==> src/rtl/fifo_rr_arbiter.sv <==
// Drains N upstream fifos into one registered valid/ready port, round-robin with optional burst lock.
// Latency: a pop in cycle t presents its beat on data_o from cycle t+1, at up to one beat per cycle.
// Backpressure: while valid_o is held and ready_i is low, nothing is popped and data_o/src_id_o stay stable.
module fifo_rr_arbiter #(
    parameter int N_SRC      = 4,
    parameter int DATA_WIDTH = 4,
    parameter int BURST_LEN  = 1
) (
    input  logic                        clk_i,
    input  logic                        rstn_i,
    input  logic [N_SRC*DATA_WIDTH-1:0] fifo_data_i,
    input  logic [N_SRC-1:0]            fifo_empty_i,
    output logic [N_SRC-1:0]            fifo_pop_o,
    output logic [DATA_WIDTH-1:0]       data_o,
    output logic [$clog2(N_SRC)-1:0]    src_id_o,
    output logic                        valid_o,
    input  logic                        ready_i
);

    localparam int IDX_W = $clog2(N_SRC);
    localparam int CNT_W = (BURST_LEN > 1) ? $clog2(BURST_LEN) : 1;

    logic [IDX_W-1:0] last_grant;
    logic [IDX_W-1:0] rr_sel;
    logic [IDX_W-1:0] cand;
    logic [IDX_W-1:0] grant;
    logic [CNT_W-1:0] cnt;
    logic             lock;
    logic             lock_hold;
    logic             gnt_valid;
    logic             load;
    logic             pop;

    // Walk downwards so the nearest non-empty source after last_grant wins;
    // last_grant itself (k == N_SRC) has the lowest priority.
    always_comb begin
        rr_sel = last_grant;
        cand   = '0;
        for (int k = N_SRC; k >= 1; k--) begin
            cand = IDX_W'((int'(last_grant) + k) % N_SRC);
            if (!fifo_empty_i[cand]) begin
                rr_sel = cand;
            end
        end
    end

    always_comb begin
        lock_hold  = lock && !fifo_empty_i[last_grant];
        grant      = lock_hold ? last_grant : rr_sel;
        gnt_valid  = |(~fifo_empty_i);
        load       = !valid_o || ready_i;
        pop        = load && gnt_valid;
        fifo_pop_o = '0;
        if (pop && rstn_i) begin
            fifo_pop_o = N_SRC'(1) << grant;
        end
    end

    always_ff @(posedge clk_i or negedge rstn_i) begin
        if (!rstn_i) begin
            last_grant <= IDX_W'(N_SRC - 1);
            cnt        <= '0;
            lock       <= 1'b0;
        end else if (pop) begin
            if (lock_hold) begin
                // cnt is non-zero whenever lock is set
                cnt  <= cnt - CNT_W'(1);
                lock <= (cnt != CNT_W'(1));
            end else begin
                last_grant <= grant;
                cnt        <= CNT_W'(BURST_LEN - 1);
                lock       <= (BURST_LEN > 1);
            end
        end
    end

    always_ff @(posedge clk_i or negedge rstn_i) begin
        if (!rstn_i) begin
            valid_o  <= 1'b0;
            data_o   <= '0;
            src_id_o <= '0;
        end else if (load) begin
            valid_o <= gnt_valid;
            if (gnt_valid) begin
                data_o   <= fifo_data_i[grant*DATA_WIDTH +: DATA_WIDTH];
                src_id_o <= grant;
            end
        end
    end

endmodule

==> config.mk <==
export PLATFORM = sky130hd
export DESIGN_NAME = fifo_rr_arbiter
export DESIGN_NICKNAME = d
export VERILOG_FILES = /design/src/rtl/fifo_rr_arbiter.sv
export SDC_FILE = /design/constraint.sdc
export NUM_CORES = 1
export LEC_CHECK = 0
export ABC_CLOCK_PERIOD_IN_PS = 2400
export BUFFER_PORTS_ARGS = -buffer_cell sky130_fd_sc_hd__buf_2
export CORE_MARGIN = 5
export CORE_UTILIZATION = 48
export CTS_CLUSTER_DIAMETER = 60
export DETAILED_ROUTE_END_ITERATION = 8
export GPL_TIMING_DRIVEN = 0
export PLACE_DENSITY_LB_ADDON = 0.25
export SLEW_MARGIN = 20
export SYNTH_ARGS = -nofsm -noshare
export SYNTH_HDL_FRONTEND = slang
export SYNTH_SLANG_ARGS = --single-unit
==> constraint.sdc <==
create_clock -name clk_i -period 2.4 [get_ports clk_i]
set_clock_uncertainty 0.1 [all_clocks]
set_input_delay 0.36 -clock clk_i [delete_from_list [all_inputs] [get_ports clk_i]]
set_output_delay 0.36 -clock clk_i [all_outputs]
set_load 0.01 [all_outputs]
* Yosys cells after proc, flatten, opt, wreduce, memory -nomap -nowiden
Index checks and enable logic that the tools add are counted.
** Storage, ports and cells
- Register bits :: 11
- Input bits :: 23
- Output and inout bits :: 11
- Logic and storage cells :: 48
** Operators by class
- Add/subtract/negate cells :: 5
- $lt $le $gt $ge :: 5
- Shift-type cells :: 2
- Multiplexer cells :: 18
- Bitwise gates (word level) :: 3
- Reductions and logical operators :: 9
** Operators with widths (count)
- 16-bit by 5-bit indexed part select with 4-bit output :: 1
- 2-bit by 3-bit < comparator with 1-bit output, second input constant :: 5
- 1-bit binary-select mux with 2-bit select :: 5
- 2-bit 2-to-1 mux :: 5
- 1-bit 2-to-1 mux :: 7
- 2-bit by 1-bit adder with 2-bit output, second input constant :: 2
- 2-bit adder, second input constant :: 2
- 4-bit 2-to-1 mux :: 1
- 4-bit inverter :: 1
- 2-bit AND reduction :: 2
- 4-bit OR reduction :: 1
- 1-bit by 2-bit << shifter with 4-bit output, first input constant :: 1
- 1-bit logical AND :: 3
- 1-bit logical NOT :: 2
- 1-bit inverter :: 2
- 1-bit logical OR :: 1
- 1-bit subtractor, second input constant :: 1

* Logic depth before layout (Yosys ltp)
Gate-level depths: netlist of run 1.
- Depth in word-level cells :: 10
- Mapped depth :: 8
- Depth with buffers taken out :: 6

* Least setup slack after synthesis of run 1
OpenSTA, ideal clock, no wires.
- Kind :: flip-flop to output port
- From :: register last_grant[1]
- To :: output fifo_pop_o[2]
- Arrival time :: 1.845 ns
- Data required time :: 1.940 ns
- Setup slack :: 0.095 ns
- Stages on the path, launching flop included :: 8
- Path buffers :: 1
- Cell sequence :: dfstp_2 -> mux2_2 -> o221ai_1 -> buf_2 -> nor3_2 -> xnor2_1 -> nand3b_1 -> nor2_1
** On the way
- Longest elaborated chain between the ends :: 10
- Elaborated cells on any way between the ends :: 23
- Those cells by class :: 4 x add/sub; 1 x shift; 16 x mux; 2 x reduce/logical
** RTL lines
- start: declaration :: line 23 : logic [IDX_W-1:0] last_grant;
- start signal: assignment :: line 61 : last_grant <= IDX_W'(N_SRC - 1);
- start signal: assignment :: line 70 : last_grant <= grant;
- 2-bit by 1-bit adder with 2-bit output :: line 40 : cand = IDX_W'((int'(last_grant) + k) % N_SRC);
- 1-bit binary-select mux with 2-bit select :: line 41 : if (!fifo_empty_i[cand]) begin
- 1-bit 2-to-1 mux (implied by the code) :: line 41
- 2-bit 2-to-1 mux (4 in a row) :: line 41
- 2-bit 2-to-1 mux * :: line 49 : grant = lock_hold ? last_grant : rr_sel;
- 1-bit by 2-bit << shifter with 4-bit output * :: line 55 : fifo_pop_o = N_SRC'(1) << grant;
- 4-bit 2-to-1 mux * :: line 54 : if (pop && rstn_i) begin
- end: declaration :: line 13 : output logic [N_SRC-1:0] fifo_pop_o,
Every way passes the cells marked *; elsewhere a longest branch is shown, timed or not. The select of a mux whose other input is x is not followed.

* Worst setup path after layout of run 1
- From :: register last_grant[0]
- To :: output fifo_pop_o[3]
Same word-level chain as after synthesis.

==> results of run 1 <==
-- metrics by stage --
stage / TNS [ns] / util / instance area (sq um) / power [W]
after global placement: -0.391 / 0.596 / 1130 / 0.00125
after detailed placement: -0.697 / 0.596 / 1130 / 0.00128
after floorplan: 0 / - / 935 / 0.00101
after global routing: -1.69 / 0.773 / 1470 / 0.00213
after CTS: -0.732 / 0.715 / 1360 / 0.00173
final: -0.990 / 0.773 / 1470 / 0.00200
-- synth_stat cells, types with 2 or more instances --
library cell	n
sky130_fd_sc_hd__mux2i_1	2
sky130_fd_sc_hd__and3_1	2
sky130_fd_sc_hd__buf_6	2
sky130_fd_sc_hd__o32a_1	12
sky130_fd_sc_hd__a211o_1	4
sky130_fd_sc_hd__o32ai_1	4
sky130_fd_sc_hd__nand2b_1	8
sky130_fd_sc_hd__a31oi_1	4
sky130_fd_sc_hd__nand2_1	2
sky130_fd_sc_hd__dfrtp_1	8
sky130_fd_sc_hd__a21oi_1	3
sky130_fd_sc_hd__inv_1	4
sky130_fd_sc_hd__clkbuf_1	3
sky130_fd_sc_hd__buf_2	3
sky130_fd_sc_hd__buf_4	2
sky130_fd_sc_hd__o311ai_0	4
sky130_fd_sc_hd__o21bai_1	2
sky130_fd_sc_hd__dfstp_2	2
sky130_fd_sc_hd__nor3b_1	2
sky130_fd_sc_hd__nand3_1	3
sky130_fd_sc_hd__nor2_1	17
sky130_fd_sc_hd__xor2_1	2
sky130_fd_sc_hd__nor2b_1	3
sky130_fd_sc_hd__xnor2_1	2
-- sequential cells by signal, indices dropped and copies added, names as in the netlist --
signal,count
last_grant,2
src_id_o,2
valid_o,1
cnt,1
data_o,4
-- cells by family after synthesis --
logic type | Yosys count | share of synthesized area
compound gates | 37 | 0.329
xor+xnor | 4 | 0.0375
buf+inv | 14 | 0.0843
flops | 10 | 0.270
mux | 3 | 0.0335
simple gates | 42 | 0.245
-- per-layer routing --
layer,global-route usage,wire [um],part of all wire
met1,0.287,1320,0.39
met2,0.408,1730,0.52
met3,0.0637,221,0.066
met4,0.0456,72,0.022
met5,0,0,0
-- layout make-up --
type | count | area, sq um
buffer | 9 | 81.3
clock buffer | 4 | 36.3
fill | 126 | 432
inverter | 4 | 18.8
multi-input combinational | 86 | 691
sequential | 10 | 253
tap | 27 | 33.8
timing repair buffer | 56 | 357
-- worst max path at each step --
| stage | depth (start not counted) | end | slack, ns |
|---|---|---|---|
| 3_5_place_dp | 8 | fifo_pop_o[1] | -0.19 |
| 4_1_cts | 8 | fifo_pop_o[1] | -0.20 |
| 2_1_floorplan | 7 | fifo_pop_o[2] | 0.09 |
| 5_1_grt | 10 | fifo_pop_o[3] | -0.37 |
| 3_3_place_gp | 8 | fifo_pop_o[0] | -0.1 |
| 6_report | 10 | fifo_pop_o[3] | -0.28 |
-- repair_timing --
action                                  CTS  global route
endpoints found under the setup margin    4             7
endpoints found under the hold margin     8             0
hold buffers                              1             0
gates cloned                              0             0
pin swaps                                 7            10
gates resized for setup                  16            13
setup buffers                            14             8
-- report_power, final --
part	leakage [nW]	internal, W	total (W)	switching (W)
logic	0.516	0.000809	0.00156	0.000756
registers	0.111	0.000253	0.000292	0.0000389
clock network	0.0210	0.0000920	0.000148	0.0000555
total	0.647	0.00115	0.00200	0.000850
==> reports/metrics.csv, run 1 <==
metric,value,unit
tritoncts,done,
routed_wire_length_per_instance,17.0,um
drt_iter0_drc,58,
cap_viol_max_count,0,
path_clk_slew,0.06,ns
timing_worst_slew_pin_value,0.579,ns
drt_pass1_iterations,4,
worstHoldStart,ready_i,
cp_common_cell,sky130_fd_sc_hd__buf_6,
place.port_buffers,33,
syn_area_per_cell,8.50,sq um
cellPowerDensity,1360,mW/mm^2
critPathTopFamily,buffers and inverters,
synth.lib_cells_used.distinct,34,
synth-seq-cells,10,
holdCritPathClass,input pin to flop,
cp_num_buf_inv,5,
reg_to_reg_startpoint,last_grant[0],
design.die.area,0.00293,sq mm
min_path_cells,2,
setup_viol,8,
drc_violations_left,0,
ff2ff_setup_slack,-0.02,ns
groute.usage.overall,0.234,
die_height,54.1,um
clk_latency,0.26,ns
drive_above_1_share,0.485,
start_util,0.491,
syn2layout_area_growth,57.3,%
core-area,0.00190,sq mm
place.gp.congestion,0.811,
number_of_antenna_cells_inserted,0,
wire_length_of_the_first_global_routing_pass,5070,um
r2r_end,data_o[0],
hpwlAfterDp,1990,um
grt_pass1_vias,1129,
synth_async_sr_flop_share,1.00,
fin_ws,-0.278,ns
synth.cell_area,935,sq um
number_of_placed_i_o_pins,34,
grt_remaining_overflow,0,
cts_max_path_buffers,2,
worst-endpoint-arrival,2.22,ns
ant_nets,0,
critPathRequiredTime,1.94,ns
synth_top_area_cell,sky130_fd_sc_hd__dfrtp_1,
ys_seq_area_frac,0.270,
synth-main-ff-cell,sky130_fd_sc_hd__dfrtp_1,
tritoncts_num_sinks,10,
vias,1179,
viasPerCell,6.02,
syn_inst,110,
timing.setup.critical_path_class,flop to primary output,
post_placement_setup_slack,-0.192,ns
hold-worst-slack,0.227,ns
failed_checks,setup timing,
worst_setup_path_end_kind,primary output,
antenna_found_initial,0,
layoutNonFillerInstCount,196,
max_clock_freq,373,MHz
totalWireLength,3340,um
fp.dieW,54.1,um
critical_path.max_fanout,6,
htree_num_levels,1,
crit_path_cell_trace,buf_8 -> buf_4 -> nor2b_1 -> a32oi_1 -> nand4b_1 -> xor2_2 -> buf_6 -> buf_6 -> nor2_1 -> buf_2,
period_share,1.12,
ir_drop,0.745,mV
cts_buffers,3,
layout_min_cycle_time,2.68,ns
crit_path_top_delay_cell,sky130_fd_sc_hd__dfstp_2,
max_slew_margin,0.613,
timing_hold_violations_final,0,
dp_cells,170,
synthTopCellsByArea,"sky130_fd_sc_hd__dfrtp_1 (21%), sky130_fd_sc_hd__o32a_1 (13%), sky130_fd_sc_hd__nor2_1 (6.8%), sky130_fd_sc_hd__dfstp_2 (5.6%), sky130_fd_sc_hd__nand2b_1 (5.4%)",
root_buffer,sky130_fd_sc_hd__clkbuf_4,
start_kind,flop,
timing.critical_path.slowest_cell_delay,0.53,ns
placementRows,16,
hold_path_end,valid_o,
layout_commonest_cell,sky130_fd_sc_hd__buf_2,
synth.top_cell.area_share,0.214,
drv_slew,0,
number_of_synthesized_flops_with_an_enable_pin,0,
synth.net_count,133,
grt_setup_unrepaired,yes,
outcome,"finished, violations left",
r2r_cells,9,
final_cell_mix,"sky130_fd_sc_hd__buf_2 (32), sky130_fd_sc_hd__buf_4 (21), sky130_fd_sc_hd__nor2_1 (15)",
leakage,0.647,nW
worstSetupStartpoint,last_grant[0],
synthesis.yosys.warnings,0,
pin_count_of_the_biggest_net_entering_global_routing,13,
nNetsFinal,193,
Note: power is estimated with default switching activity, not from simulation.
==> run 2: changes to the inputs <==
Settings changed: CORE_UTILIZATION 48 to 51, CTS_BUF_LIST from default to sky130_fd_sc_hd__clkbuf_2 sky130_fd_sc_hd__clkbuf_4 sky130_fd_sc_hd__clkbuf_8.
==> run 2 against run 1 <==
  * The flow still finishes with violations (setup timing)
  * Flip-flop and latch count is the same
  * Die area shrank 4.8%
  * First-iteration DRC count shrank 64%
  * Utilization up 2.0 points
==> reports/metrics.csv, run 2 (synthesis gave the netlist of run 1 again) <==
metric,value,unit,change
ir_drop,0.929,mV,was 0.745 mV
tritoncts,done,,unchanged
cap_viol_max_count,0,,unchanged
timing_hold_violations_final,0,,unchanged
crit_path_top_delay_cell,sky130_fd_sc_hd__dfstp_2,,unchanged
antenna_found_initial,0,,unchanged
placedInstanceArea,0.00113,sq mm,about the same
placementRows,15,,was 16
path_clk_slew,0.06,ns,about the same
start_kind,flop,,unchanged
timing.setup.critical_path_class,flop to primary output,,unchanged
tritoncts_num_sinks,10,,unchanged
layout_top_registers,"data_o: 4 flops, last_grant: 2 flops, src_id_o: 2 flops",,unchanged
crit_path_cell_trace,buf_6 -> inv_2 -> and3_4 -> buf_8 -> nor3_4 -> xnor2_2 -> nand3b_1 -> nor2_1 -> buf_2,,was buf_8 -> buf_4 -> nor2b_1 -> a32oi_1 -> nand4b_1 -> xor2_2 -> buf_6 -> buf_6 -> nor2_1 -> buf_2
critPathRequiredTime,1.94,ns,about the same
fin_ws,-0.169,ns,was -0.278 ns
max_slew_margin,0.608,,was 0.613
timing.critical_path.slowest_cell_delay,0.56,ns,was 0.53 ns
layout_commonest_cell,sky130_fd_sc_hd__buf_2,,unchanged
largest_register_ff_count,4,,unchanged
clk_latency,0.27,ns,was 0.26 ns
drv_slew,0,,unchanged
viasPerCell,6.13,,was 6.02
cts_max_path_buffers,2,,unchanged
cts_buffers,3,,unchanged
hpwlAfterDp,1930,um,was 1990 um
drive_above_1_share,0.453,,was 0.485
drc_violations_left,0,,unchanged
place.gp.congestion,0.829,,was 0.811
place.port_buffers,33,,unchanged
cp_num_buf_inv,4,,was 5
htree_num_levels,1,,unchanged
drt_iter0_drc,21,,was 58
holdCritPathClass,input pin to flop,,unchanged
root_buffer,sky130_fd_sc_hd__clkbuf_4,,unchanged
power,0.00178,W,was 0.00200 W
largest-register,data_o,,unchanged
grt_setup_unrepaired,yes,,unchanged
grt_pass1_vias,1038,,"was 1,129"
final.fill_count,128,,was 126
worst-endpoint-arrival,2.11,ns,was 2.22 ns
number_of_antenna_cells_inserted,0,,unchanged
outcome,"finished, violations left",,unchanged
wire_length_of_the_first_global_routing_pass,4710,um,was 5070 um
critPathTopFamily,simple AND/OR/NAND/NOR gates,,was buffers and inverters
routed_wire_length_per_instance,16.8,um,was 17.0 um
timing_worst_slew_pin_value,0.586,ns,was 0.579 ns
leakage,0.605,nW,was 0.647 nW
cellPowerDensity,1300,mW/mm^2,was 1360 mW/mm^2
nNetsFinal,183,,was 193
groute.usage.overall,0.227,,was 0.234
fp.dieW,52.8,um,was 54.1 um
final_cell_mix,"sky130_fd_sc_hd__buf_2 (34), sky130_fd_sc_hd__nor2_1 (16), sky130_fd_sc_hd__o32a_1 (12)",,"was sky130_fd_sc_hd__buf_2 (32), sky130_fd_sc_hd__buf_4 (21), sky130_fd_sc_hd__nor2_1 (15)"
finish.instance_area,0.00137,sq mm,was 0.00147 sq mm
start_util,0.541,,was 0.491
grt_remaining_overflow,0,,unchanged
number_of_placed_i_o_pins,34,,unchanged
hold-worst-slack,0.204,ns,was 0.227 ns
core-area,0.00173,sq mm,was 0.00190 sq mm
design.die.area,0.00279,sq mm,was 0.00293 sq mm
drt_pass1_iterations,4,,unchanged
failed_checks,setup timing,,unchanged
ant_nets,0,,unchanged
period_share,1.07,,was 1.12
pin_count_of_the_biggest_net_entering_global_routing,13,,unchanged
totalWireLength,3080,um,was 3340 um
critical_path.max_fanout,9,,was 6
layout_min_cycle_time,2.57,ns,was 2.68 ns
vias,1127,,"was 1,179"
setup_viol,4,,was 8
die_height,52.8,um,was 54.1 um
max_clock_freq,389,MHz,was 373 MHz
worst_setup_path_end_kind,primary output,,unchanged
syn2layout_area_growth,46.6,%,was 57.3%
==> run 2: cell count changes in the layout (fill, tap and decap cells not counted), sizes merged <==
cell / change
inv: +1
buf: -10
clkinvlp: -1
==> run 2: worst paths after layout <==
path,start,endpoint,slack (ns),cells past startpoint
min reg2reg,src_id_o[0],src_id_o[0],0.42,2
max reg2reg,last_grant[1],data_o[3],0.07,8
max in group asynchronous,rstn_i,last_grant[1],1.55,2
min,ready_i,valid_o,0.20,2
max,last_grant[1],fifo_pop_o[3],-0.17,9
min in group asynchronous,rstn_i,valid_o,0.38,2
==> run 2: layer usage <==
| layer | part of all wire | track usage |
|---|---|---|
| met4 | 0.030 | 0.119 |
| met2 | 0.47 | 0.366 |
| met1 | 0.41 | 0.295 |
| met3 | 0.085 | 0.0256 |
| met5 | 0 | 0 |
==> run 2: stage by stage <==
stage               utilization  worst slack (ns)  TNS (ns)  instances
floorplan                     -            0.0946         0        110
global placement          0.655           -0.0742    -0.282        168
detailed placement        0.655            -0.139    -0.532        168
finish                    0.793            -0.169    -0.606        184
CTS                       0.738            -0.154    -0.589        180
global route              0.793            -0.291     -1.14        184
==> run 2: what timing repair did <==
item / in CTS / in global routing
endpoints found under the hold margin: 8 / 0
hold buffers: 1 / 0
pin swaps: 8 / 8
setup buffers: 7 / 4
resized for setup: 11 / 14
setup endpoints to repair: 4 / 7
==> run 2: power by group <==
group / switching (W) / leakage [nW] / internal (W)
logic: 0.000696 / 0.473 / 0.000641
clock network: 0.0000596 / 0.0210 / 0.0000923
registers: 0.0000387 / 0.111 / 0.000253
total: 0.000795 / 0.605 / 0.000986
==> run 2: worst reg2reg max path, delay by kind of cell, from the launching register on <==
kind / cells / cell delay [ns]
AO/OA/AOI/OAI: 4 / 0.75
flip-flops: 1 / 0.56
AND/OR/NAND/NOR: 1 / 0.43
buffers and inverters: 3 / 0.41
==> run 2: area by class of cell <==
class                           count  area (sq um)  area share
Buffer                             10          88.8      0.0648
Tap cell                           25          31.3      0.0228
Multi-Input combinational cell     86           682       0.498
Clock buffer                        4          36.3      0.0265
Timing Repair Buffer               45           262       0.191
Inverter                            4          17.5      0.0128
Sequential cell                    10           253       0.184
